<file path="src/rtl/lcd_pkg.sv">
// lcd_pkg
//   Shared definitions for the HD44780 write engine: FSM state encoding,
//   command codes that need the long execution wait, and bus-width constants.
package lcd_pkg;

  typedef enum logic [2:0] {
    IDLE,
    SETUP,
    ENHI,
    HOLD,
    EXEC
  } lcd_state_e;

  localparam logic [7:0] LCD_CMD_CLEAR = 8'h01;
  localparam logic [7:0] LCD_CMD_HOME  = 8'h02;

  localparam int BUS_8 = 8;
  localparam int BUS_4 = 4;

  // Clear display and return home take ~1.5 ms on the controller. 0x03 also
  // decodes as return-home because bit 0 of that command is don't-care.
  function automatic logic is_long_cmd(input logic rs, input logic [7:0] b);
    return !rs && ((b == LCD_CMD_CLEAR) || (b == LCD_CMD_HOME) ||
                   (b == (LCD_CMD_HOME | LCD_CMD_CLEAR)));
  endfunction

endpackage

</file>
<file path="src/rtl/lcd_bus_engine_if.sv">
// lcd_bus_engine_if
//   Byte request handshake between the LCD sequencer (master) and the write
//   engine (slave).
//     data   [7:0]  byte to write
//     rs            0 = command, 1 = display data
//     nibble        4-bit bus only: send data[7:4] as a lone nibble
//     valid         request valid, held until accepted
//     ready         engine idle, request accepted on a clock with valid
//     done          one-cycle pulse once the byte and its exec wait finished
interface lcd_bus_engine_if;
  logic [7:0] data;
  logic       rs;
  logic       nibble;
  logic       valid;
  logic       ready;
  logic       done;

  modport master (output data, rs, nibble, valid, input ready, done);
  modport slave  (input data, rs, nibble, valid, output ready, done);
endinterface

</file>
<file path="src/rtl/lcd_delay_cnt.sv">
// lcd_delay_cnt
//   Loadable down-counter shared by every timed state of the write engine.
//   Loading (len-1) gives a phase of exactly len cycles ending when zero_o
//   is seen. Holds at zero instead of wrapping.
//     clk_i, iRST_N   clock, asynchronous active-low reset
//     load_i          load load_val_i this cycle (has priority)
//     load_val_i      value to load
//     zero_o          counter is at zero
module lcd_delay_cnt #(
  parameter int W = 8
) (
  input  logic         clk_i,
  input  logic         iRST_N,
  input  logic         load_i,
  input  logic [W-1:0] load_val_i,
  output logic         zero_o
);

  logic [W-1:0] cnt_q;
  logic [W-1:0] cnt_d;

  always_comb begin
    cnt_d = cnt_q;
    if (load_i) begin
      cnt_d = load_val_i;
    end else if (cnt_q != '0) begin
      cnt_d = cnt_q - W'(1);
    end
  end

  always_ff @(posedge clk_i or negedge iRST_N) begin
    if (!iRST_N) begin
      cnt_q <= '0;
    end else begin
      cnt_q <= cnt_d;
    end
  end

  assign zero_o = (cnt_q == '0);

endmodule

</file>
<file path="src/rtl/lcd_bus_engine.sv">
// lcd_bus_engine
//   HD44780 write engine. Accepts one byte per valid/ready handshake and plays
//   it onto the LCD pins with programmable setup / enable-pulse / hold timing,
//   then waits out the controller's execution time before signalling done.
//   On a 4-bit bus the byte is sent high nibble first as two pulses, unless
//   the request asks for a single nibble (used by the init sequence).
//     clk_i, iRST_N   clock, asynchronous active-low reset
//     req             request handshake (slave side)
//     LCD_DATA        LCD data pins (BUS_MODE wide)
//     LCD_RW          always 0, the engine only writes
//     LCD_EN          enable strobe
//     LCD_RS          register select
module lcd_bus_engine
  import lcd_pkg::*;
#(
  parameter int BUS_MODE    = 8,
  parameter int T_AS        = 2,
  parameter int T_PW        = 16,
  parameter int T_H         = 2,
  parameter int T_EXEC      = 2000,
  parameter int T_EXEC_LONG = 82000
) (
  input  logic                clk_i,
  input  logic                iRST_N,
  lcd_bus_engine_if.slave     req,
  output logic [BUS_MODE-1:0] LCD_DATA,
  output logic                LCD_RW,
  output logic                LCD_EN,
  output logic                LCD_RS
);

  localparam int CW = $clog2(T_EXEC_LONG + 1);

  localparam logic [CW-1:0] LD_AS        = CW'(T_AS - 1);
  localparam logic [CW-1:0] LD_PW        = CW'(T_PW - 1);
  localparam logic [CW-1:0] LD_H         = CW'(T_H - 1);
  localparam logic [CW-1:0] LD_EXEC      = CW'(T_EXEC - 1);
  localparam logic [CW-1:0] LD_EXEC_LONG = CW'(T_EXEC_LONG - 1);

  generate
    if ((BUS_MODE != BUS_8) && (BUS_MODE != BUS_4)) begin : g_bad_bus
      $error("lcd_bus_engine: BUS_MODE must be 8 or 4");
    end
    if ((T_AS < 1) || (T_PW < 1) || (T_H < 1) || (T_EXEC < 1) ||
        (T_EXEC_LONG < T_EXEC)) begin : g_bad_timing
      $error("lcd_bus_engine: illegal timing parameters");
    end
  endgenerate

  lcd_state_e          state_q, state_d;
  logic [7:0]          byte_q, byte_d;
  logic                nib_q, nib_d;      // single-nibble request
  logic                low_q, low_d;      // second (low) nibble in flight
  logic [BUS_MODE-1:0] data_q, data_d;
  logic                rs_q, rs_d;
  logic                en_q, en_d;
  logic                ready_q, ready_d;
  logic                done_q, done_d;

  logic                cnt_load;
  logic [CW-1:0]       cnt_val;
  logic                cnt_zero;

  lcd_delay_cnt #(.W(CW)) u_delay (
    .clk_i      (clk_i),
    .iRST_N     (iRST_N),
    .load_i     (cnt_load),
    .load_val_i (cnt_val),
    .zero_o     (cnt_zero)
  );

  always_comb begin
    state_d  = state_q;
    byte_d   = byte_q;
    nib_d    = nib_q;
    low_d    = low_q;
    data_d   = data_q;
    rs_d     = rs_q;
    done_d   = 1'b0;
    cnt_load = 1'b0;
    cnt_val  = '0;

    unique case (state_q)
      IDLE: begin
        if (req.valid) begin
          byte_d   = req.data;
          rs_d     = req.rs;
          nib_d    = (BUS_MODE == BUS_4) && req.nibble;
          low_d    = 1'b0;
          data_d   = (BUS_MODE == BUS_4) ? BUS_MODE'(req.data[7:4])
                                         : BUS_MODE'(req.data);
          state_d  = SETUP;
          cnt_load = 1'b1;
          cnt_val  = LD_AS;
        end
      end
      SETUP: begin
        if (cnt_zero) begin
          state_d  = ENHI;
          cnt_load = 1'b1;
          cnt_val  = LD_PW;
        end
      end
      ENHI: begin
        if (cnt_zero) begin
          state_d  = HOLD;
          cnt_load = 1'b1;
          cnt_val  = LD_H;
        end
      end
      HOLD: begin
        if (cnt_zero) begin
          cnt_load = 1'b1;
          if ((BUS_MODE == BUS_4) && !low_q && !nib_q) begin
            // Low nibble goes out only after the high nibble's hold time.
            low_d   = 1'b1;
            data_d  = BUS_MODE'(byte_q[3:0]);
            state_d = SETUP;
            cnt_val = LD_AS;
          end else begin
            state_d = EXEC;
            cnt_val = is_long_cmd(rs_q, byte_q) ? LD_EXEC_LONG : LD_EXEC;
          end
        end
      end
      EXEC: begin
        if (cnt_zero) begin
          state_d = IDLE;
          done_d  = 1'b1;
        end
      end
      default: state_d = IDLE;
    endcase

    // Registered copies of state-derived outputs so the pins are glitch-free.
    en_d    = (state_d == ENHI);
    ready_d = (state_d == IDLE);
  end

  always_ff @(posedge clk_i or negedge iRST_N) begin
    if (!iRST_N) begin
      state_q <= IDLE;
      byte_q  <= '0;
      nib_q   <= 1'b0;
      low_q   <= 1'b0;
      data_q  <= '0;
      rs_q    <= 1'b0;
      en_q    <= 1'b0;
      ready_q <= 1'b1;
      done_q  <= 1'b0;
    end else begin
      state_q <= state_d;
      byte_q  <= byte_d;
      nib_q   <= nib_d;
      low_q   <= low_d;
      data_q  <= data_d;
      rs_q    <= rs_d;
      en_q    <= en_d;
      ready_q <= ready_d;
      done_q  <= done_d;
    end
  end

  assign LCD_DATA  = data_q;
  assign LCD_RW    = 1'b0;
  assign LCD_EN    = en_q;
  assign LCD_RS    = rs_q;
  assign req.ready = ready_q;
  assign req.done  = done_q;

endmodule
</file>
<file path="src/flat_wrapper.sv">
// flat-port wrapper written by rule: the top's interface ports become plain ports
module lcd_bus_engine_flat import lcd_pkg::*;
#(
  parameter int BUS_MODE    = 8,
  parameter int T_AS        = 2,
  parameter int T_PW        = 16,
  parameter int T_H         = 2,
  parameter int T_EXEC      = 2000,
  parameter int T_EXEC_LONG = 82000
)
  (clk_i, iRST_N, LCD_DATA, LCD_RW, LCD_EN, LCD_RS, req_data, req_rs, req_nibble, req_valid, req_ready, req_done);
  lcd_bus_engine_if req_i ();
  input  logic clk_i;
  input  logic iRST_N;
  output logic [BUS_MODE-1:0] LCD_DATA;
  output logic LCD_RW;
  output logic LCD_EN;
  output logic LCD_RS;
  input wire logic [$bits(req_i.data)-1:0] req_data;
  input wire logic [$bits(req_i.rs)-1:0] req_rs;
  input wire logic [$bits(req_i.nibble)-1:0] req_nibble;
  input wire logic [$bits(req_i.valid)-1:0] req_valid;
  output wire logic [$bits(req_i.ready)-1:0] req_ready;
  output wire logic [$bits(req_i.done)-1:0] req_done;
  assign req_i.data = req_data;
  assign req_i.rs = req_rs;
  assign req_i.nibble = req_nibble;
  assign req_i.valid = req_valid;
  assign req_ready = req_i.ready;
  assign req_done = req_i.done;
  lcd_bus_engine #(.BUS_MODE(BUS_MODE), .T_AS(T_AS), .T_PW(T_PW), .T_H(T_H), .T_EXEC(T_EXEC), .T_EXEC_LONG(T_EXEC_LONG)) u_core (.clk_i(clk_i), .iRST_N(iRST_N), .req(req_i), .LCD_DATA(LCD_DATA), .LCD_RW(LCD_RW), .LCD_EN(LCD_EN), .LCD_RS(LCD_RS));
endmodule
</file>
<file path="config.mk">
export PLATFORM = sky130hd
export DESIGN_NAME = lcd_bus_engine_flat
export DESIGN_NICKNAME = d
export VERILOG_FILES = /design/src/rtl/lcd_pkg.sv /design/src/rtl/lcd_bus_engine_if.sv /design/src/rtl/lcd_delay_cnt.sv /design/src/rtl/lcd_bus_engine.sv /design/src/flat_wrapper.sv
export SDC_FILE = /design/constraint.sdc
export NUM_CORES = 1
export LEC_CHECK = 0
export ABC_AREA = 1
export BUFFER_PORTS_ARGS = -buffer_cell sky130_fd_sc_hd__buf_2
export CAP_MARGIN = 5
export CORE_MARGIN = 2
export CORE_UTILIZATION = 36
export DETAILED_ROUTE_END_ITERATION = 16
export PLACE_DENSITY = 0.54
export SETUP_SLACK_MARGIN = 0.2
export SLEW_MARGIN = 20
export SYNTH_ARGS = -nofsm -noshare
export SYNTH_HDL_FRONTEND = slang
export SYNTH_SLANG_ARGS = --single-unit
</file>
<file path="constraint.sdc">
create_clock -name clk_i -period 1.5 [get_ports clk_i]
set_clock_uncertainty 0.05 [all_clocks]
set_input_delay 0.225 -clock clk_i [delete_from_list [all_inputs] [get_ports clk_i]]
set_output_delay 0.225 -clock clk_i [all_outputs]
set_load 0.005 [all_outputs]
</file>
==> flow_summary_export.csv <==
group,metric,value,unit
die,core,5040,µm²
pwr,power_density,603,nW/µm²
synth,synth_top_area_share,41.6,%
critical_path,worstPathRequired,1670,ps
route,met1Wirelength,1.98,mm
critical_path,critPathLaunchType,"flop",
global_routing,grt_pass1_wl,7.42,mm
run,max_cap_viol_count,0,
status,violations,"setup timing",
place,hpwl,3.38,mm
global_routing,antenna_found_initial,0,
route,top_layer_used,"met4",
timing,timing.final.ws_setup,-119,ps
synth,yosysTopAreaCell,"dfrtp_1",
die,die-area,5770,µm²
pwr,peakVddDrop,0.423,mV
pwr,leakagePower,1.42,nW
route,ant_nets,0,
critical_path,crit_chain,"inv_2 > ha_4 > inv_2 > nor2_4 > nand2_4 > nor2_8 > nand2_4 > nor2_4 > nand2_1 > nand3b_1 > nand2_1 > inv_1",
status,status,"complete, but fails checks",
timing,fmax,618,MHz
finish,antenna_cells,0,
route,vias,1629,
synth,synth_area,1860,µm²
finish,drive_gt1_share,48.6,%
die,chipHeight,75.9,µm
synth,synth_area_leaders,"dfrtp_1 42%, nand2_1 10%, nor2_1 5.6%",
hold_path,holdCritStartpoint,"req_data[0]",
clocking,cts_num_sinks,32,
critical_path,crit_arrival,1790,ps
synth,synthDistinctLibCells,30,
die,die_w,75.9,µm
clocking,ctsLongestPathBuffers,2,
synth,synth_seq_cells,32,
synth,syn_nets,232,
synth,synth_edf_count,0,
pwr,p_total,0.00164,W
clocking,cts-root-buf,"clkbuf_8",
critical_path,critPathKind,"flop to flop",
critical_path,path_delay_family,"simple AND/OR/NAND/NOR gates",
timing,final-setup-viol-count,16,
route,wirelength,4.56,mm
synth,ys_warn_count,0,
route,dr.pass1.iters,4,
route,drc_errors,0,
synth,synth_top_flop_cell,"dfrtp_1",
place,post-place-ws,-151,ps
clocking,numCtsBuffers,5,
global_routing,grtUsageTotal,16.4,%
critical_path,startpoint,"u_core.u_delay.cnt_q[0]",
synth,synth_most_common_cell,"nand2_1",
synth,ys_seq_area_share,43.0,%
synth,synth_cells,217,
route,vias_per_cell,4.50,
critical_path,end_kind,"flop",
clocking,path_clk_slew,70,ps
hold_path,hold_class,"input port to flop",
global_routing,overflow,0,
timing,rsz0062_at_grt,"true",
timing,drv_slew,0,
critical_path,slowest_delay,390,ps
synth,ys_async_sr_fraction,100,%
critical_path,critPathBufInv,3,
critical_path,slowest_stage,"dfrtp_1",
timing,finalCritPeriodShare,108,%
die,start_util,36.9,%
die,rows,26,
route,drtIter0Drc,69,
timing,hold_violations,0,
finish,num-fill-cells,481,
finish,nNetsFinal,306,
place,place_congestion,0.794,
place,io_buffers,23,
global_routing,grt_max_degree,19,
global_routing,grt_pass1_vias,1621,
route,wl_per_cell,12.6,µm
timing,post-route-min-period,1620,ps
clocking,cts_tree,"built",
synth,synth_commonest_cells,"50 x nand2_1, 31 x dfrtp_1, 28 x nor2_1",
route,dr_wl_met3,150,µm
clocking,clkLatencyLatePin,290,ps
critical_path,worstReg2RegStart,"u_core.u_delay.cnt_q[0]",
route,wl_met2,2.33,mm
critical_path,cp_max_fo,4,
die,io_pins,26,
clocking,cts_max_level,2,
finish,area_growth,45.9,%
synth,post_synth.cell_area_avg,8.59,µm²
[cell type report]
cell class | instances | area (µm²) | area share [%]
Clock buffer | 8 | 100 | 3.68
Tap cell | 70 | 87.6 | 3.22
Timing Repair Buffer | 69 | 499 | 18.4
Multi-Input combinational cell | 159 | 1140 | 41.9
Sequential cell | 32 | 803 | 29.6
Inverter | 24 | 90.1 | 3.31
[cell families after synthesis]
family	synth area share [%]
multiplexers	4.84
buffers and inverters	6.11
AND/OR/NAND/NOR	35.9
adder cells (fa/ha/maj)	1.34
AO/OA/AOI/OAI	4.77
flip-flops	43.0
other	0.201
XOR/XNOR	3.76
[layout by cell type (no fill, tap or decap), types with 7 or more instances in the layout]
cell type	n
nand2_1	45
inv_1	18
buf_2	23
a21oi_2	10
mux2_4	8
dfrtp_1	30
nor2_1	21
buf_4	40
clkbuf_8	7
nor2_4	11
nand3_1	9
[stage by stage]
step | utilization, % | TNS [ps] | hold slack, ps | cell area (µm²) | std cells
2_1_floorplan | - | -521 | -121 | 1940 | 217
3_3_place_gp | 48.1 | -1300 | 115 | 2420 | 345
3_5_place_dp | 48.1 | -1650 | 115 | 2420 | 345
4_1_cts | 52.2 | -1770 | 108 | 2630 | 361
5_1_grt | 53.9 | -3190 | 108 | 2720 | 362
6_report | 53.9 | -1170 | 119 | 2720 | 362
[final timing paths]
kind / endpoint / slack [ps] / depth (start not counted)
setup / recovery: u_core.LCD_EN / -120 / 12
hold / removal: u_core.byte_q[0] / 120 / 2
setup reg to reg: u_core.LCD_EN / -120 / 12
hold reg to reg: u_core.u_delay.cnt_q[0] / 460 / 2
max in group asynchronous: u_core.req.ready / 560 / 3
min in group asynchronous: u_core.u_delay.cnt_q[13] / 330 / 2
[worst register-to-register path, stage by stage, from the launching register on]
cell and delay, ps:
dfrtp_1 390, inv_2 80, ha_4 120, inv_2 40
nor2_4 90, nand2_4 80, nor2_8 150, nand2_4 80
nor2_4 150, nand2_1 70, nand3b_1 130, nand2_1 70
inv_1 60
[state kept, by name, indices dropped and copies added, names as in the netlist]
signal	count
u_core.req.ready	1
u_core.byte_q	8
u_core.req.done	1
u_core.u_delay.cnt_q	17
u_core.state_q	3
u_core.LCD_RS	1
u_core.LCD_EN	1
[where the power goes]
| part | switching [W] | total (W) | internal (W) |
|---|---|---|---|
| Clock | 0.000316 | 0.000734 | 0.000419 |
| Sequential | 0 | 0.000863 | 0.000863 |
| Combinational | 0.0000244 | 0.0000418 | 0.0000174 |
[repair_timing]
item	in CTS	in global routing
pin swaps	9	13
resized for setup	10	20
setup buffers	6	1
hold buffers	1	0
endpoints found under the hold margin	14	0
gates cloned	1	0
endpoints found under the setup margin	31	32
[routing by layer]
metal / up-vias / GRT usage (%)
li1: 835 / -
met1: 751 / 20.3
met2: 34 / 28.5
met3: 9 / 3.21
met4: 0 / 6.18
met5: - / 0
Power figures use the tool's default switching activity.
